### src/rtl/servo_move_sequencer.sv
// Servo move sequencer: accepts one {servo, position} command at a time, drives that
// channel's PWM duty and enable, then waits out the mechanical settle time before done.
module servo_move_sequencer #(
  parameter int N_SERVO       = 7,
  parameter int PERIOD        = 1000000,
  parameter int D_POS0        = 50000,
  parameter int D_POS1        = 75000,
  parameter int D_POS2        = 100000,
  parameter int D_POS3        = 125000,
  parameter int SETTLE_CYCLES = 25000000
) (
  input  logic                   i_clk,
  input  logic                   i_reset,
  input  logic                   i_cmd_valid,
  output logic                   o_cmd_ready,
  input  logic [2:0]             i_cmd_servo,
  input  logic [1:0]             i_cmd_pos,
  output logic [32*N_SERVO-1:0]  o_duty,
  output logic [31:0]            o_period,
  output logic [N_SERVO-1:0]     o_pwm_enable,
  output logic                   o_busy,
  output logic                   o_done,
  output logic                   o_err
);

  // state    | meaning
  // S_IDLE   | waiting for a command, cmd_ready high
  // S_SETTLE | duty applied, counting out the settle time
  // S_DONE   | done pulse cycle, back to idle next
  typedef enum logic [1:0] {S_IDLE, S_SETTLE, S_DONE} state_t;

  localparam logic [31:0] LP_LAST = 32'(SETTLE_CYCLES - 1);

  state_t             r_state;
  state_t             w_next;
  logic [31:0]        r_duty [N_SERVO];
  logic [N_SERVO-1:0] r_enable;
  logic [31:0]        r_cnt;
  logic               r_done;
  logic               r_err;

  logic        w_accept;
  logic        w_servo_ok;
  logic [31:0] w_new_duty;
  logic [31:0] w_cur_duty;
  logic        w_cur_en;
  logic        w_same;
  logic        w_settle_end;

  always_comb begin
    w_new_duty = 32'(D_POS0);
    case (i_cmd_pos)
      2'd0: w_new_duty = 32'(D_POS0);
      2'd1: w_new_duty = 32'(D_POS1);
      2'd2: w_new_duty = 32'(D_POS2);
      2'd3: w_new_duty = 32'(D_POS3);
      default: w_new_duty = 32'(D_POS0);
    endcase
  end

  always_comb begin
    w_cur_duty = 32'(D_POS0);
    w_cur_en   = 1'b0;
    for (int i = 0; i < N_SERVO; i++) begin
      if (i_cmd_servo == 3'(i)) begin
        w_cur_duty = r_duty[i];
        w_cur_en   = r_enable[i];
      end
    end
  end

  assign w_servo_ok   = int'(i_cmd_servo) < N_SERVO;
  assign w_same       = w_cur_en && (w_cur_duty == w_new_duty);
  assign w_accept     = i_cmd_valid && (r_state == S_IDLE);
  assign w_settle_end = (r_cnt == LP_LAST);

  always_ff @(posedge i_clk) begin
    if (i_reset) r_state <= S_IDLE;
    else         r_state <= w_next;
  end

  always_comb begin
    w_next      = r_state;
    o_cmd_ready = 1'b0;
    o_busy      = 1'b0;
    case (r_state)
      S_IDLE: begin
        o_cmd_ready = 1'b1;
        if (w_accept && w_servo_ok && !w_same) w_next = S_SETTLE;
      end
      S_SETTLE: begin
        o_busy = 1'b1;
        if (w_settle_end) w_next = S_DONE;
      end
      S_DONE: begin
        o_busy = 1'b1;
        w_next = S_IDLE;
      end
      default: w_next = S_IDLE;
    endcase
  end

  // Pulses are registered so they land in the cycle after the deciding edge.
  always_ff @(posedge i_clk) begin
    if (i_reset) begin
      for (int i = 0; i < N_SERVO; i++) r_duty[i] <= 32'(D_POS0);
      r_enable <= '0;
      r_cnt    <= '0;
      r_done   <= 1'b0;
      r_err    <= 1'b0;
    end else begin
      r_done <= 1'b0;
      r_err  <= 1'b0;
      case (r_state)
        S_IDLE: begin
          if (w_accept) begin
            if (!w_servo_ok) begin
              r_err <= 1'b1;
            end else if (w_same) begin
              r_done <= 1'b1;
            end else begin
              for (int i = 0; i < N_SERVO; i++) begin
                if (i_cmd_servo == 3'(i)) begin
                  r_duty[i]   <= w_new_duty;
                  r_enable[i] <= 1'b1;
                end
              end
              r_cnt <= '0;
            end
          end
        end
        S_SETTLE: begin
          r_cnt <= r_cnt + 32'd1;
          if (w_settle_end) r_done <= 1'b1;
        end
        default: ;
      endcase
    end
  end

  for (genvar g = 0; g < N_SERVO; g++) begin : g_duty
    assign o_duty[32*g +: 32] = r_duty[g];
  end

  assign o_period     = 32'(PERIOD);
  assign o_pwm_enable = r_enable;
  assign o_done       = r_done;
  assign o_err        = r_err;

endmodule

### config.mk
export PLATFORM = sky130hd
export DESIGN_NAME = servo_move_sequencer
export DESIGN_NICKNAME = d
export VERILOG_FILES = /design/src/rtl/servo_move_sequencer.sv
export SDC_FILE = /design/constraint.sdc
export NUM_CORES = 1
export LEC_CHECK = 0
export CAP_MARGIN = 10
export CORE_MARGIN = 5
export CORE_UTILIZATION = 46
export CTS_CLUSTER_DIAMETER = 150
export DETAILED_ROUTE_END_ITERATION = 16
export MAX_ROUTING_LAYER = met4
export PLACE_DENSITY = 0.82
export SLEW_MARGIN = 30
export SYNTH_ARGS = -nofsm -noshare
export SYNTH_HDL_FRONTEND = slang
export SYNTH_SLANG_ARGS = --single-unit
### constraint.sdc
create_clock -name i_clk -period 4 [get_ports i_clk]
set_input_delay 1 -clock i_clk [delete_from_list [all_inputs] [get_ports i_clk]]
set_output_delay 1 -clock i_clk [all_outputs]
set_load 0.01 [all_outputs]
Yosys cells after proc, flatten, opt, wreduce, memory -nomap -nowiden

Memories as Yosys holds them, arrays and structs flattened.
Index checks and enable logic that the tools add are counted.

Register bits after elaboration: 43
Memory bits (writable): 224
Output and inout bits: 267
Word-level logic and storage cells: 150
Memories kept: 1

Memory list:

| name   | words | width | rd ports | clocked after Yosys merged registers in | wr ports | RTL line | source |
|---|---|---|---|---|---|---|---|
| r_duty | 7     | 32    | 7        | 0                                       | 7        | 36       | `logic [31:0] r_duty [N_SERVO];` |

Add/sub/neg operators: 1
Order comparisons: 1
Eq/ne operators: 18
Mux-type cells: 88
Bitwise logic cells: 10
Reduce and logical (&&, ||, !) cells: 20

Operators with widths:

| operator                | number |
|---|---|
| $mux W32                | 17 |
| $pmux W32 S4            | 1 |
| $mux W1                 | 65 |
| $pmux W32 S2            | 1 |
| $reduce_and A5 Y1       | 7 |
| $add A32 B1 Y32 const B | 1 |
| $eq A32 B25 Y1 const B  | 1 |
| $eq A32 B32 Y1          | 1 |
| $eq A3 B3 Y1 const B    | 3 |
| $ne A2 B2 Y1 const B    | 4 |
| $or A1 B1 Y1            | 7 |
| $eq A2 B2 Y1 const B    | 3 |
| $eq A3 B2 Y1 const B    | 2 |
| $eq A2 B1 Y1 const B    | 2 |
| $logic_and A1 B1 Y1     | 4 |
| $logic_not A2 Y1        | 2 |
| $mux W2                 | 2 |
| $pmux W2 S2             | 1 |
| $reduce_and A4 Y1       | 1 |
| $eq A3 B1 Y1 const B    | 1 |
| $logic_not A3 Y1        | 1 |
| $lt A3 B3 Y1 const B    | 1 |
| $not A1 Y1              | 3 |
| $reduce_or A3 Y1        | 1 |
| 6 further kinds         | 6 |

Depth between registers and ports, before layout

Depth in word-level cells: 17
Depth in mapped cells: 12
Gate-level depth less buffers: 10

Least setup slack after synthesis

Ideal clock, no wire load.

Path kind: input to register
Start: in i_cmd_pos[1]
End: mem r_duty[5][10] (enable)
Arrival: 3.358 ns
Data required time: 3.681 ns
Setup slack: 0.323 ns
Stages: 11
Path buffers: 1
Cell sequence: inv_1 > ha_1 > or2_2 > o2111a_1 > or4_1 > o22ai_2 > o2111ai_4 > nor3_4 > buf_6 > or3_1 > nand2_1

RTL lines:

| item        | RTL line | source |
|---|---|---|
| from (decl) | 17       | `input logic [1:0] i_cmd_pos,` |
| to (decl)   | 36       |  |

==> results.cfg <==
[run_status]
status = finished, final reports clean

[logic_synthesis]
avgSynthCellArea_sq_um = 9.50
synth_cell_types = 76
synth_ff_type = edfxtp_1
synth-seq-area-share_pct = 38.9
synth_edf_count = 70
syn_inst = 802
yosys_warnings = 0
synth-seq-cells = 113
synthArstFlopShare_pct = 0
syn-cell-area_sq_um = 7620

[clock_network]
cts_buffer_depth = 2
cts_tree = yes
cts.clk_slew.worst_paths_ns = 0.05
numCtsBuffers = 17
cts_root_buffer = clkbuf_16
clock_sinks = 113
clk_latency_ns = 0.41
h-tree-depth = 4
hold_buffers = 0

[routing]
drc = 0
initialDrtViolationCount = 716
drtPass1Iterations = 6
ant_nets = 0
vias = 6265
wl_per_cell_um = 18.4
vias_per_cell = 5.35
drt-total-wl_um = 21500

[floorplanning]
core_area_sq_um = 16400
dieHeight_um = 139
initial_core_util_pct = 46.4
num_io_pins = 275
rows = 47
die-area_sq_um = 19200
die_w_um = 139

[setup_path]
cp_num_buf_inv = 3
critical_path_class = input pin to register
endpoint_kind = register
crit_arrival_ns = 3.89
slowest_delay_ns = 0.58
start_kind = input pin
crit_chain = clkdlybuf4s50_1 -> ha_1 -> buf_4 -> o21bai_1 -> o21ai_0 -> a211oi_1 -> a221oi_1 -> buf_4 -> o2111ai_4 -> nor3_4 -> nor3_1 -> or2_1
required_ns = 4.04
cp_slowest_cell = or2_1
cp_max_fo = 10
crit_family = simple AND/OR/NAND/NOR gates
crit_top_cell = buf_4

[power]
p_clk_share_pct = 45.5
total_power_mw = 3.42
pwr-share-comb_pct = 16.3
seqPwrFrac_pct = 38.3
p_leak_nw = 3.47
peakVddDrop_mv = 0.313
power.share.switching_pct = 26.6
intPower_mw = 2.51
p_switching_mw = 0.908
p_per_area_nw_per_um2 = 372

[grt]
grt_overflow = 0
antenna_found_initial = 0
grt_use_total_pct = 21.7
grt_pass1_vias = 5827
grt_pass1_wl_um = 32300
grt_max_degree = 31

[timing]
slew_headroom_pct = 56.2
skew_ns = 0.00709
period_minus_slack_ns = 3.85
rsz0062_at_grt = false
period_share_pct = 96.1
fin_setup_tns_ns = 0
clock.fmax_mhz = 260
setup_viol = 0
tightest_slew_ns = 0.654
maxSlewViolCount = 0
hold_viol_final = 0

[hold_path]
hold_path.class = register to register

[placed_design]
io_buffers = 109
gp_congestion = 0.996
dp.cells = 1139
dp_hpwl_um = 15700

[finish]
multi_input_area_sq_um = 3530
n_antenna_cell = 0
layout-drive-gt1-share_pct = 14.4
utilization_pct = 55.9
area_delta_synth_final_pct = 20.4
fill_cells = 1384
regArea_sq_um = 2960
stdcell_count = 1170
final_nets = 954

[flow_run]
maxCapViolCount = 0
power by group through the flow:
stage / clock network [mW] / registers, mW / logic, mW
global route: 1.61 / 1.31 / 0.594
finish: 1.55 / 1.31 / 0.556
detailed placement: 0 / 1.33 / 0.536
global placement: 0 / 1.33 / 0.526
CTS: 1.56 / 1.31 / 0.543
floorplan: 0 / 1.32 / 0.457
routing by layer:
metal | track usage, % | share of wire [%]
met2 | 35.0 | 48
met4 | 8.03 | 3.0
met1 | 27.0 | 39
met3 | 4.76 | 10
met5 | - | 0
sequential cells by signal (all words and copies together) (netlist names):
name	cells
r_cnt	32
o_pwm_enable	7
o_err	1
r_duty	70
o_done	1
r_state	2
through the flow:
step / worst slack [ns] / hold slack, ns / cell area [sq um]
finish: 0.154 / 0.498 / 9170
global route: 0.0287 / 0.523 / 9170
CTS: 0.136 / 0.500 / 9160
detailed placement: -0.278 / 0.485 / 8570
global placement: -0.244 / 0.463 / 8570
floorplan: 0.323 / 0.455 / 8230
final timing paths:
| kind | startpoint | end | slack (ns) | depth (start not counted) |
|---|---|---|---|---|
| setup / recovery | i_cmd_pos[0] | r_duty[6][4]$_SDFFCE_PP1P_ | 0.15 | 12 |
| hold / removal | r_cnt[26]$_SDFFE_PP0P_ | r_cnt[26]$_SDFFE_PP0P_ | 0.50 | 2 |
| setup reg to reg | r_duty[6][3]$_SDFFCE_PP0P_ | r_duty[6][4]$_SDFFCE_PP1P_ | 1.05 | 9 |
| hold reg to reg | r_cnt[26]$_SDFFE_PP0P_ | r_cnt[26]$_SDFFE_PP0P_ | 0.50 | 2 |
cell usage after synthesis (3+ instances only):
| master | instances | area (sq um) |
|---|---|---|
| clkbuf_1 | 18 | 67.6 |
| nor2_1 | 35 | 131 |
| nor3_1 | 10 | 50.1 |
| nand4_1 | 10 | 62.6 |
| nor2b_1 | 6 | 37.5 |
| ha_1 | 8 | 100 |
| mux2i_1 | 35 | 350 |
| o22ai_1 | 7 | 43.8 |
| or2_2 | 6 | 37.5 |
| buf_2 | 6 | 30.0 |
| a31oi_1 | 6 | 37.5 |
| o21a_1 | 7 | 52.6 |
| nand2_1 | 70 | 263 |
| or3_1 | 5 | 31.3 |
| buf_6 | 5 | 56.3 |
| nand2b_1 | 5 | 31.3 |
| a2111o_1 | 4 | 45.0 |
| a211oi_1 | 14 | 105 |
| nand3b_1 | 17 | 128 |
| inv_1 | 25 | 93.8 |
| mux2_2 | 12 | 135 |
| and2_1 | 12 | 75.1 |
| nand3_1 | 39 | 195 |
| o21ai_0 | 19 | 95.1 |
| a22oi_1 | 3 | 22.5 |
| dfxtp_1 | 43 | 861 |
| o211ai_1 | 3 | 22.5 |
| edfxtp_1 | 70 | 2100 |
| a21oi_1 | 25 | 125 |
| buf_4 | 196 | 1470 |
| or4_1 | 9 | 67.6 |
| nor4_1 | 14 | 87.6 |
worst min-delay path: cells and delay by family (launching register included):
family | cells | cell delay, ns
flip-flops | 1 | 0.33
AND/OR/NAND/NOR | 1 | 0.07
multiplexers | 1 | 0.05
area by class of cell:
| cell class | count | area share [%] |
|---|---|---|
| Sequential cell | 113 | 32.3 |
| Multi-Input combinational cell | 598 | 38.4 |
| Tap cell | 220 | 3.00 |
| Clock buffer | 18 | 4.68 |
| Inverter | 25 | 1.02 |
| Timing Repair Buffer | 183 | 18.7 |
| Clock inverter | 13 | 1.84 |
kinds of logic after synthesis:
group                    share of synthesized area (%)
AO/OA/AOI/OAI                                     11.8
multiplexers                                      7.11
XOR/XNOR                                         0.230
adder cells (fa/ha/maj)                           1.31
other                                           0.0986
buffers and inverters                             23.1
AND/OR/NAND/NOR                                   17.4
flip-flops                                        38.9
timing repair:
item                       4_1_cts  5_1_grt
setup endpoints to repair        0        6
setup buffers                    0        0
gates resized for setup          0        1
cell usage in the layout, fill, tap and decap left out, types with 7 or more instances in the layout:
master and n:
nand2_1 70, mux2i_1 35, nand4_1 10, clkbuf_16 17, or4_1 9, nor3_1 10, dfxtp_1 43, o21a_1 7
clkdlybuf4s50_1 108, o22ai_1 7, nor4_1 12, edfxtp_1 70, nor2_1 35, mux2_2 12, inv_1 25, a211oi_1 14
o21ai_0 19, ha_1 8, and2_1 12, a21oi_1 25, buf_4 68, nand3b_1 17, nand3_1 39, conb_1 165
Power figures use the tool's default switching activity.
